`config.mk`:
```
export PLATFORM = sky130hd
export DESIGN_NAME = mux41_rr
export DESIGN_NICKNAME = d
export VERILOG_FILES = /design/src/rtl/mux41_pkg.sv /design/src/rtl/rr_arb4.sv /design/src/rtl/mux41_rr.sv
export SDC_FILE = /design/constraint.sdc
export NUM_CORES = 1
export LEC_CHECK = 0
export CAP_MARGIN = 20
export CORE_MARGIN = 4
export CORE_UTILIZATION = 36
export DETAILED_ROUTE_END_ITERATION = 16
export HOLD_SLACK_MARGIN = 0.15
export PLACE_DENSITY = 0.79
export SYNTH_ARGS = -nofsm -noshare
export SYNTH_HDL_FRONTEND = slang
export SYNTH_SLANG_ARGS = --single-unit
```
`constraint.sdc`:
```
create_clock -name clk -period 2 [get_ports clk]
set_clock_uncertainty 0.1 [all_clocks]
set_input_delay 0.2 -clock clk [delete_from_list [all_inputs] [get_ports clk]]
set_output_delay 0.2 -clock clk [all_outputs]
set_load 0.1 [all_outputs]
```
`src/rtl/mux41_pkg.sv`:
```
// mux41_pkg: shared sizes and select type for the 4:1 round-robin collector.
package mux41_pkg;
    localparam int CH_N  = 4;
    localparam int SEL_W = 2;
    typedef logic [SEL_W-1:0] sel_t;
endpackage

```
`src/rtl/rr_arb4.sv`:
```
// rr_arb4: combinational 4-way round-robin arbiter; ptr names the highest-priority requester.
module rr_arb4
    import mux41_pkg::*;
(
    input  logic [CH_N-1:0] req,
    input  sel_t            ptr,
    input  logic            en,
    output logic [CH_N-1:0] gnt,
    output sel_t            gnt_idx,
    output logic            any
);
    always_comb begin
        gnt_idx = ptr;
        any     = 1'b0;
        // Scan from the far end so the nearest requester to ptr wins.
        for (int i = CH_N - 1; i >= 0; i--) begin
            if (req[ptr + sel_t'(i)]) begin
                gnt_idx = ptr + sel_t'(i);
                any     = 1'b1;
            end
        end
        gnt = '0;
        if (en && any) gnt[gnt_idx] = 1'b1;
    end
endmodule

```
`src/rtl/mux41_rr.sv`:
```
// mux41_rr: four valid/ready channels merged round-robin onto one registered stream tagged with s.
// Optional MUX41_RR_STATS_EN adds the 16-bit accepted-word counter xfer_cnt.
module mux41_rr
    import mux41_pkg::*;
#(
    parameter int W = 8
) (
    input  logic            clk,
    input  logic            rst_n,
    input  logic [3:0]      in_valid,
    input  logic [4*W-1:0]  in_data,
    output logic [3:0]      in_ready,
    output logic            out_valid,
    output logic [W-1:0]    out_data,
    output logic [1:0]      s,
    input  logic            out_ready
`ifdef MUX41_RR_STATS_EN
    ,
    output logic [15:0]     xfer_cnt
`endif
);
    sel_t           ptr_q, ptr_d, s_q, s_d, gnt_idx;
    logic           out_valid_q, out_valid_d, load, any, grant;
    logic [W-1:0]   out_data_q, out_data_d;

    assign load = !out_valid_q || out_ready;

    rr_arb4 u_arb (
        .req     (in_valid),
        .ptr     (ptr_q),
        .en      (load && rst_n),
        .gnt     (in_ready),
        .gnt_idx (gnt_idx),
        .any     (any)
    );

    always_comb begin
        grant       = load && any;
        out_valid_d = grant || (out_valid_q && !load);
        out_data_d  = grant ? in_data[gnt_idx*W +: W] : out_data_q;
        s_d         = grant ? gnt_idx : s_q;
        ptr_d       = grant ? gnt_idx + sel_t'(1) : ptr_q;
    end

    always_ff @(posedge clk or negedge rst_n) begin
        if (!rst_n) begin
            out_valid_q <= 1'b0;
            out_data_q  <= '0;
            s_q         <= '0;
            ptr_q       <= '0;
        end else begin
            out_valid_q <= out_valid_d;
            out_data_q  <= out_data_d;
            s_q         <= s_d;
            ptr_q       <= ptr_d;
        end
    end

    assign out_valid = out_valid_q;
    assign out_data  = out_data_q;
    assign s         = s_q;

`ifdef MUX41_RR_STATS_EN
    logic [15:0] xfer_cnt_q, xfer_cnt_d;

    always_comb xfer_cnt_d = xfer_cnt_q + 16'(out_valid_q && out_ready);

    always_ff @(posedge clk or negedge rst_n) begin
        if (!rst_n) xfer_cnt_q <= '0;
        else        xfer_cnt_q <= xfer_cnt_d;
    end

    assign xfer_cnt = xfer_cnt_q;
`endif
endmodule

```
Yosys cells after proc, flatten, opt, wreduce, memory -nomap -nowiden:

Cells that the tools add are included.

* reductions and logical operators: 9
* mux-type cells: 19
* add/subtract/negate cells: 4
* shifts and indexed selects: 1
* order comparisons: 6

Operator list (number)
* $shiftx A32 B6 Y8: 1
* $lt A2 B3 Y1 const B: 5
* $mux W1: 9
* $bmux W1 S2: 4
* $mux W2: 4
* $logic_and A1 B1 Y1: 5
* $add A2 B1 Y2 const B: 2
* $add A2 B2 Y2 const B: 2
* $mux W4: 1
* $demux W1 S2: 1
* $ge A2 B1 Y1 const B: 1
* $logic_not A1 Y1: 2
* $logic_or A1 B1 Y1: 2

* bits in registers: 13
* output and inout bits: 15
* logic and storage cells: 43
* input port bits: 39

Longest topological paths before layout:

Gate-level depths: netlist of run 1.

* word-level depth: 12
* depth in mapped cells: 6

Hierarchy:

Synthesis of run 1 repeated with hierarchy kept, for this count alone.

* cell total of the unflattened synthesis: 63
* area total of the unflattened synthesis: 840.8 um2

Modules (own cells, without submodules)
* mux41_rr: instances 1, cells an instance 42, sequential area each 325.3 um2, area an instance 698.2 um2
* rr_arb4: instances 1, cells an instance 21, sequential area each 0.0 um2, area an instance 142.6 um2

Least setup slack after synthesis of run 1:

No wires, ideal clock.

* path kind: register -> output
* start: register (tool-made name)
* end: output in_ready[0]
* stages on the path, launching flop included: 4
* slack: -1.796 ns
* path buffers: 0
* data arrival time: 3.496 ns
* path through: dfrtp_1 > a21oi_1 > nand2_1 > nor3b_1

RTL lines
* end, declared: line mux41_rr.sv:12 `output logic [3:0] in_ready,`

Worst setup path in the final report of run 1:

* start: register ptr_q[1]
* end: output in_ready[2]

* word-level cells in the longest chain between the ends: 12
* elaborated cells between the ends (all ways): 26
* those cells by class: add/sub (3); order compare (2); mux (19); reduce/logical (2)

Ends and longest elaborated chain
* start, declared: line mux41_rr.sv:22 `sel_t ptr_q, ptr_d, s_q, s_d, gnt_idx;`
* start signal, assigned: line mux41_rr.sv:55 `ptr_q <= ptr_d;`
* $add A2 B2 Y2: line rr_arb4.sv:17, rr_arb4.sv:18
* $bmux W1 S2: line rr_arb4.sv:17 `if (req[ptr + sel_t'(i)]) begin`
* $mux W1 (not written as such): line rr_arb4.sv:17
* $mux W2 (4 in series): line rr_arb4.sv:17
* $lt A2 B3 Y1 (not written as such) or $ge A2 B1 Y1 (tied branches): line rr_arb4.sv:23 `if (en && any) gnt[gnt_idx] = 1'b1;`
* $logic_and A1 B1 Y1 (not written as such): line rr_arb4.sv:23
* $mux W1 (not written as such): line rr_arb4.sv:23
* $demux W1 S2
* $mux W4 *: line rr_arb4.sv:23

Every way passes the cells marked *; elsewhere a longest branch is shown, timed or not. The select of a mux whose other input is x is not followed.

==> results.env, run 1 <==
GRT_PASS1_WL_MM=4.60
FINAL_STANDARD_CELL_COUNT_WITH_TAPS_INCLUDED_AND_FILLERS_EXCLUDED=195
POST-ROUTE-DRC-COUNT=0
MAX_CAP_VIOLATIONS=0
CHIPHEIGHT_UM=56.6
ROW_COUNT=17
CLKSINKCOUNT=13
GRTUSAGEMET3_PCT=3.22
POST-DP-HPWL_MM=2.41
STANDBY_LEAKAGE_POWER_uW=0.000778
POST_SYNTH_MUX_AREA_SHARE_PCT=17.7
GRT_MAX_DEGREE=15
SYNTH.TOP_CELLS.BY_AREA='sky130_fd_sc_hd__dfrtp_1 38%, sky130_fd_sc_hd__mux2i_1 18%, sky130_fd_sc_hd__o221ai_1 7.2%'
DRT_ITER0_DRC=11
WORST_EP_ARRIVAL_TIME_PS=1850
MET1_USAGE_PCT=20.8
PERIOD_NEEDED_PS=2150
SYNTH_SEQUENTIAL_AREA_RATIO_PCT=38.3
SYNTH-ADDER-AREA-SHARE_PCT=0
LAYOUT_WORST_PATH_CYCLE_SHARE_PCT=108
CTS_MAX_LEVEL=1
SYNTH_ENABLE_FLOP_CELLS=0
GRT_USAGE_PCT=18.0
ANTENNA_CELLS_INSERTED=0
TOTALWIRELENGTH_MM=2.86
CTS-BUFFERS-INSERTED=3
FINISH.NET_COUNT=207
SYNTH_TOP_AREA_CELL='sky130_fd_sc_hd__dfrtp_1'
FAILED_CHECKS='negative setup slack'
FIRSTDRTPASSITERS=3
SYNTH_XOR_XNOR_AREA_SHARE_PCT=1.03
MOST_COMMON_CELL_IN_THE_SYNTHESIZED_NETLIST='sky130_fd_sc_hd__nand2_1'
SETUP_VIOL_COUNT_FINAL=5
PLACE_INST=186
CTS-ROOT-BUF='sky130_fd_sc_hd__clkbuf_4'
ENDPOINT_KIND='output port'
PLACE.GP.CONGESTION=0.764
DIE_X_UM=56.6
WORST_EP_REQUIRED_PS=1700
CP-START-KIND='flip-flop'
FINAL-SEQ-AREA_UM2=329
CTSHOLDBUFFERS=0
P_PER_AREA_nW_PER_UM2=1310
AVGSYNTHCELLAREA_UM2=9.23
MULTI_INPUT_COMB_AREA_UM2=583
SYNTH.LIB_CELLS_USED.DISTINCT=29
START_UTIL_PCT=38.0
POST_SYNTHESIS_INSTANCE_AREA_UM2=850
ROUTE.DETAILED.VIAS_PER_INST=5.11
CTS_BUFFER_DEPTH=2
CRIT_TYPE='reg2out'
ACHIEVABLE-FREQUENCY_MHz=464
INITIAL_ANTENNA_VIOLATION_COUNT=0
GR_LAYER_USAGE_MET2_PCT=32.8
LAYOUT-AREA-OVERHEAD-VS-SYNTH_PCT=99.4
FINAL.SETUP.TNS_PS=-562
SYNTH_TOP_FAMILY_BY_AREA='simple AND/OR/NAND/NOR gates'
DR_TOTAL_VIAS=996
GRT_PASS1_VIAS=1088
CLK_TRANSITION_REPORTED_PATHS_PS=80
CORE-AREA_UM2=2230
FINALHOLDVIOLATIONS=0
MAX_SLEW.WORST_PIN.SLEW_PS=364
SETUP_REPAIR_AFTER_GLOBAL_ROUTING_MISSED_ITS_MARGIN='yes'
FLOORPLAN.IO_PINS=54
ANTENNA_VIOLATING_NETS_POST_ROUTE=0
YS.FLOP_TYPE='sky130_fd_sc_hd__dfrtp_1'
YOSYS_WARNINGS=0
PROPORTION_OF_LAYOUT_CELLS_WITH_A_DRIVE_SUFFIX_ABOVE_1_PCT=32.9
VDD_DROP_MAX_uV=1140
SYNTH-COMPOUND-AREA-SHARE_PCT=16.2
CLKLATENCYLATEPIN_PS=260
SYNTH_SIMPLE_GATE_AREA_SHARE_PCT=23.0
POSTSYNTH.ASYNCRESETSHARE_PCT=100
WORST-PATH-MAX-FANOUT=3
POWER.TOTAL_uW=2210
SYNTH_NETS=131
TRITONCTS='built'
GRT_BUSIEST_LAYER='met2'
FINAL.SETUP.WORST_SLACK_PS=-153
WORSTHOLDPATHTYPE='in2async'
WL_PER_CELL_UM=14.7
SYNTHDOMINANTCELLAREASHARE_PCT=38.3
SLEW_HEADROOM_PCT=75.6
MAXSLEWVIOLCOUNT=0
POSTSYNTHREGISTERBITS=13
NUMPORTBUFFERS=53
GLOBAL_ROUTE.OVERFLOW_TOTAL=0
SYNTH_TOP_CELLS_BY_COUNT='16 x sky130_fd_sc_hd__nand2_1, 15 x sky130_fd_sc_hd__mux2i_1, 13 x sky130_fd_sc_hd__dfrtp_1, 7 x sky130_fd_sc_hd__o221ai_1, 6 x sky130_fd_sc_hd__nor2_1'
FIN_WORST_HOLD_SLACK_PS=190
STATUS='finished with violations'
DIE_AREA_UM2=3200
SYN-INSTANCE-COUNT=92
FINAL.FILL_COUNT=151
path summary, 6_finish.rpt:
path,slack (ps),from,endpoint,cells after the start
max,-150,ptr_q[1],in_ready[2],5
min,190,rst_n,out_data[1],2
max reg2reg,-30,ptr_q[1],out_data[1],7
min reg2reg,400,out_data[3],out_data[3],2
max in group asynchronous,1420,rst_n,asynchronous set/reset pin,2
min in group clk,400,out_data[3],out_data[3],2
critical path, cell delays in order, from the launching register on:
cell and delay [ps]:
sky130_fd_sc_hd__dfrtp_1 370, sky130_fd_sc_hd__and3b_1 160, sky130_fd_sc_hd__or4_4 480, sky130_fd_sc_hd__and2_4 180, sky130_fd_sc_hd__nor3b_4 210, sky130_fd_sc_hd__buf_12 200
state kept, by name, summed over array words and instances, names as in the netlist, named ones only:
signal,count
ptr_q,2
s,2
out_data,8
repair_timing:
item                       in CTS  in global routing
pin swaps                       5                  2
gates resized for setup         6                  6
buffers inserted                5                  0
setup endpoints to repair      10                 13
report_power, final:
group          internal [uW]  switching (uW)
registers                362            62.3
logic                    548            1080
clock network           77.1            82.9
total                    987            1220
cell usage in the layout (no fill, tap or decap), types with 3 or more instances in the layout:
cell type                         synthesis  layout
sky130_fd_sc_hd__o221ai_1                 7       5
sky130_fd_sc_hd__buf_4                    0      31
sky130_fd_sc_hd__buf_12                   0       4
sky130_fd_sc_hd__nor2_1                   6       6
sky130_fd_sc_hd__clkbuf_4                 0       3
sky130_fd_sc_hd__o21ai_1                  1       3
sky130_fd_sc_hd__dfrtp_1                 13      12
sky130_fd_sc_hd__clkdlybuf4s50_1          0      36
sky130_fd_sc_hd__nor2b_1                  3       3
sky130_fd_sc_hd__mux2i_1                 15      15
sky130_fd_sc_hd__nand2_1                 16      14
layout make-up:
| type | instances | area share (%) |
|---|---|---|
| Clock buffer | 4 | 1.55 |
| Inverter | 2 | 0.443 |
| Multi-Input combinational cell | 73 | 34.4 |
| Sequential cell | 13 | 19.4 |
| Tap cell | 28 | 2.07 |
| Timing Repair Buffer | 75 | 42.1 |
metal layers:
layer,wire (um),part of all wire (%)
met5,0,0
met4,59,2.1
met1,1130,39
met2,1520,53
met3,146,5.1
metrics by stage:
step | instance area (um^2) | setup slack (ps) | utilization, %
after floorplan | 918 | -361 | -
after global placement | 1590 | -266 | 71.3
after detailed placement | 1590 | -297 | 71.3
after CTS | 1670 | -178 | 74.6
after global routing | 1690 | -231 | 75.9
final | 1690 | -153 | 75.9
cell families (layout without fill, tap and decap cells):
group | after synthesis | after routing
AND/OR/NAND/NOR | 38 | 38
AO/OA/AOI/OAI | 19 | 19
multiplexers | 15 | 15
flip-flops | 13 | 13
buffers and inverters | 6 | 81
XOR/XNOR | 1 | 1
Power figures use the tool's default switching activity.
==> run 2, diff against run 1 <==
--- a/config.mk
+++ b/config.mk
@@ -9,6 +9,7 @@
 export CORE_MARGIN = 4
 export CORE_UTILIZATION = 36
 export DETAILED_ROUTE_END_ITERATION = 16
+export GPL_ROUTABILITY_DRIVEN = 0
 export HOLD_SLACK_MARGIN = 0.15
 export PLACE_DENSITY = 0.79
 export SYNTH_ARGS = -nofsm -noshare
==> results of run 2 <==
Final layout, timing and power as in run 1 (identical DEF).
==> run 3, diff against run 2 <==
--- a/config.mk
+++ b/config.mk
@@ -6,7 +6,7 @@
 export NUM_CORES = 1
 export LEC_CHECK = 0
 export CAP_MARGIN = 20
-export CORE_MARGIN = 4
+export CORE_MARGIN = 2
 export CORE_UTILIZATION = 36
 export DETAILED_ROUTE_END_ITERATION = 16
 export GPL_ROUTABILITY_DRIVEN = 0
==> results.env, run 3 (synthesis gave the netlist of run 1 again) <==
CHIPHEIGHT_UM=52.6  # -7.1%
MAXSLEWVIOLCOUNT=0  # unchanged
ROUTE.DETAILED.VIAS_PER_INST=5.18  # +1.3%
PWR-SHARE-SEQ_PCT=18.8  # -0.4 points
NUMBER_OF_CELL_INSTANCES_ON_THE_WORST_REGISTER_TO_REGISTER_PATH=8  # +1
PROPORTION_OF_LAYOUT_CELLS_WITH_A_DRIVE_SUFFIX_ABOVE_1_PCT=34.9  # +2.0 points
POST-PLACE-WS_PS=-294  # +2.75 ps
CLKSINKCOUNT=13  # unchanged
STATUS='finished with violations'
VDD_DROP_MAX_uV=1420  # +25%
CORE-AREA_UM2=2210  # -0.95%
CLK_TRANSITION_REPORTED_PATHS_PS=80  # about the same
START_UTIL_PCT=38.4  # +0.37 points
WORST_EP_REQUIRED_PS=1700  # about the same
SW_FRAC_OF_TOTAL_PCT=55.1  # -0.30 points
FINALINSTANCEAREA_UM2=1730  # +2.0%
P_PER_AREA_nW_PER_UM2=1310  # +0.61%
NUMPORTBUFFERS=53  # unchanged
STANDBY_LEAKAGE_POWER_uW=0.000772  # -0.67%
FAILED_CHECKS='negative setup slack'
LAYOUT-AREA-OVERHEAD-VS-SYNTH_PCT=103
WORST-PATH-MAX-FANOUT=3  # unchanged
WORST_EP_ARRIVAL_TIME_PS=1930  # +80 ps
REGTOREGSETUPSLACK_PS=40  # +70 ps
MAX_CAP_VIOLATIONS=0  # unchanged
MAX_SLEW.WORST_PIN.SLEW_PS=442  # +78.3 ps
TOTALWIRELENGTH_MM=2.93  # +2.5%
ANTENNA_VIOLATING_NETS_POST_ROUTE=0  # unchanged
CP-START-KIND='flip-flop'
POWER.INTERNAL_uW=1020  # +3.3%
DR_TOTAL_VIAS=1004  # +0.80%
FINAL.SETUP.TNS_PS=-660  # -98.1 ps
FINAL.SETUP.WORST_SLACK_PS=-229  # -76.2 ps
FINAL.FILL_COUNT=157  # +4.0%
FINALHOLDVIOLATIONS=0  # unchanged
CTS_MAX_LEVEL=1  # unchanged
CLOCK_POWER_SHARE_PCT=7.4  # +0.2 points
GRT_PASS1_WL_MM=4.67  # +1.7%
ACHIEVABLE-FREQUENCY_MHz=449  # -3.4%
SLEW_HEADROOM_PCT=70.2  # -5.3 points
LAYOUT_WORST_PATH_CYCLE_SHARE_PCT=111  # +3.8 points
LAYOUT.CELLS.MOST_COMMON_LIST='36 x sky130_fd_sc_hd__clkdlybuf4s50_1, 29 x sky130_fd_sc_hd__buf_4, 14 x sky130_fd_sc_hd__nand2_1'
POST-DP-HPWL_MM=2.30  # -4.7%
TIMING.CRITICAL_PATH.MAX_DELAY_FAMILY='simple AND/OR/NAND/NOR gates'
WORSTHOLDPATHTYPE='in2async'
CTS_BUFFER_DEPTH=2  # unchanged
HIGHEST_DELAY_CELL_ALONG_THE_CRITICAL_PATH='sky130_fd_sc_hd__or4_4'
MOST_FREQUENT_STANDARD_CELL_IN_THE_LAYOUT_EXCLUDING_FILL_AND_TAP_CELLS='sky130_fd_sc_hd__clkdlybuf4s50_1'
CRIT_TYPE='reg2out'
GLOBAL_ROUTE.OVERFLOW_TOTAL=0  # unchanged
SETUP_REPAIR_AFTER_GLOBAL_ROUTING_MISSED_ITS_MARGIN='yes'
FLOORPLAN.IO_PINS=54  # unchanged
POST-ROUTE-DRC-COUNT=0  # unchanged
MET2WIRELENGTH_MM=1.59  # +4.5%
FIRSTDRTPASSITERS=4  # +1
ANTENNA_CELLS_INSERTED=0  # unchanged
INITIAL_ANTENNA_VIOLATION_COUNT=0  # unchanged
POWER.TOTAL_uW=2270  # +2.6%
MAX_FFS_PER_REGISTER=8  # unchanged
MET3ROUTEDLENGTH_UM=138  # -5.5%
TRITONCTS='built'
DRT_ITER0_DRC=12  # +1
DIE_X_UM=52.6  # -7.1%
WL_PER_CELL_UM=15.1  # +3.0%
GRT_MAX_DEGREE=14  # -1
CRITICAL_PATH.REG2REG.STARTPOINT='ptr_q[1]'
CTS-ROOT-BUF='sky130_fd_sc_hd__clkbuf_4'
PERIOD_NEEDED_PS=2230  # +76.2 ps
PLACE_AREA_UM2=1600  # +0.31%
DIE_AREA_UM2=2760  # -14%
TIMING.CRITICAL_PATH.CELLS='and3b_1 > or4_4 > and2_4 > nor3b_4 > buf_12'
ROW_COUNT=17  # unchanged
FIN_WORST_HOLD_SLACK_PS=177  # -12.7 ps
FINISH.NET_COUNT=206  # -0.48%
SETUP_VIOL_COUNT_FINAL=4  # -1
CLKLATENCYLATEPIN_PS=280  # +20 ps
RR_ENDPOINT='out_data[3]'
POWER_FRAC_COMB_PCT=73.8  # +0.2 points
GRT_USAGE_PCT=23.0  # +5.0 points
TOP_LAYER_USED='met4'
CTS-BUFFERS-INSERTED=3  # unchanged
MAXIMUM_SINGLE_STAGE_DELAY_ON_THE_CRITICAL_PATH_PS=490  # about the same
NETSWITCHINGPOWER_uW=1250  # +2.1%
TIMING.CRITICAL_PATH.BUF_INV=1  # unchanged
ENDPOINT_KIND='output port'
MET1_LENGTH_MM=1.11  # -1.7%
GRT_PASS1_VIAS=1020  # -6.3%
[run 3: cell types whose count changed in the layout (fill, tap and decap cells not counted), sizes merged]
cell and change:
buf -1
[run 3: power by group through the flow]
stage               registers (uW)  logic (uW)  clock network (uW)
finish                         426        1680                 168
global route                   438        1740                 181
CTS                            426        1570                 169
detailed placement             427        1540                   0
global placement               423        1510                   0
floorplan                     1030         487                   0
[run 3: layout make-up]
class	count	area (um^2)	share of cell area (%)
Timing Repair Buffer	74	718	41.6
Multi-Input combinational cell	73	612	35.4
Sequential cell	13	329	19.0
Tap cell	28	35.0	2.03
Clock buffer	4	26.3	1.52
Inverter	2	7.51	0.434
[run 3: stage by stage]
stage                     instances  utilization (%)
after CTS                       192             74.3
after global placement          185             72.2
after global routing            194             78.1
after floorplan                  92                -
final                           194             78.1
after detailed placement        185             72.2
[run 3: worst max-delay path by stage]
stage / startpoint / end / slack (ps) / depth (start not counted)
2_1_floorplan: ptr_q[1] / in_ready[2] / -360 / 4
3_3_place_gp: in_valid[3] / in_ready[3] / -260 / 6
3_5_place_dp: in_valid[3] / in_ready[2] / -290 / 6
4_1_cts: ptr_q[1] / in_ready[2] / -250 / 5
5_1_grt: ptr_q[1] / in_ready[2] / -310 / 5
6_report: ptr_q[1] / in_ready[2] / -230 / 5
[run 3: what timing repair did]
item	CTS	global route
buffers inserted	3	3
pin swaps	2	5
resized for setup	2	15
endpoints found under the setup margin	4	12
hold buffers	0	0
[run 3: metal layers]
metal  vias to the layer above  global-route usage [%]
li1                        488                       -
met1                       472                    25.0
met2                        36                    45.0
met3                         8                    3.71
met4                         0                    6.41
met5                         -                       0
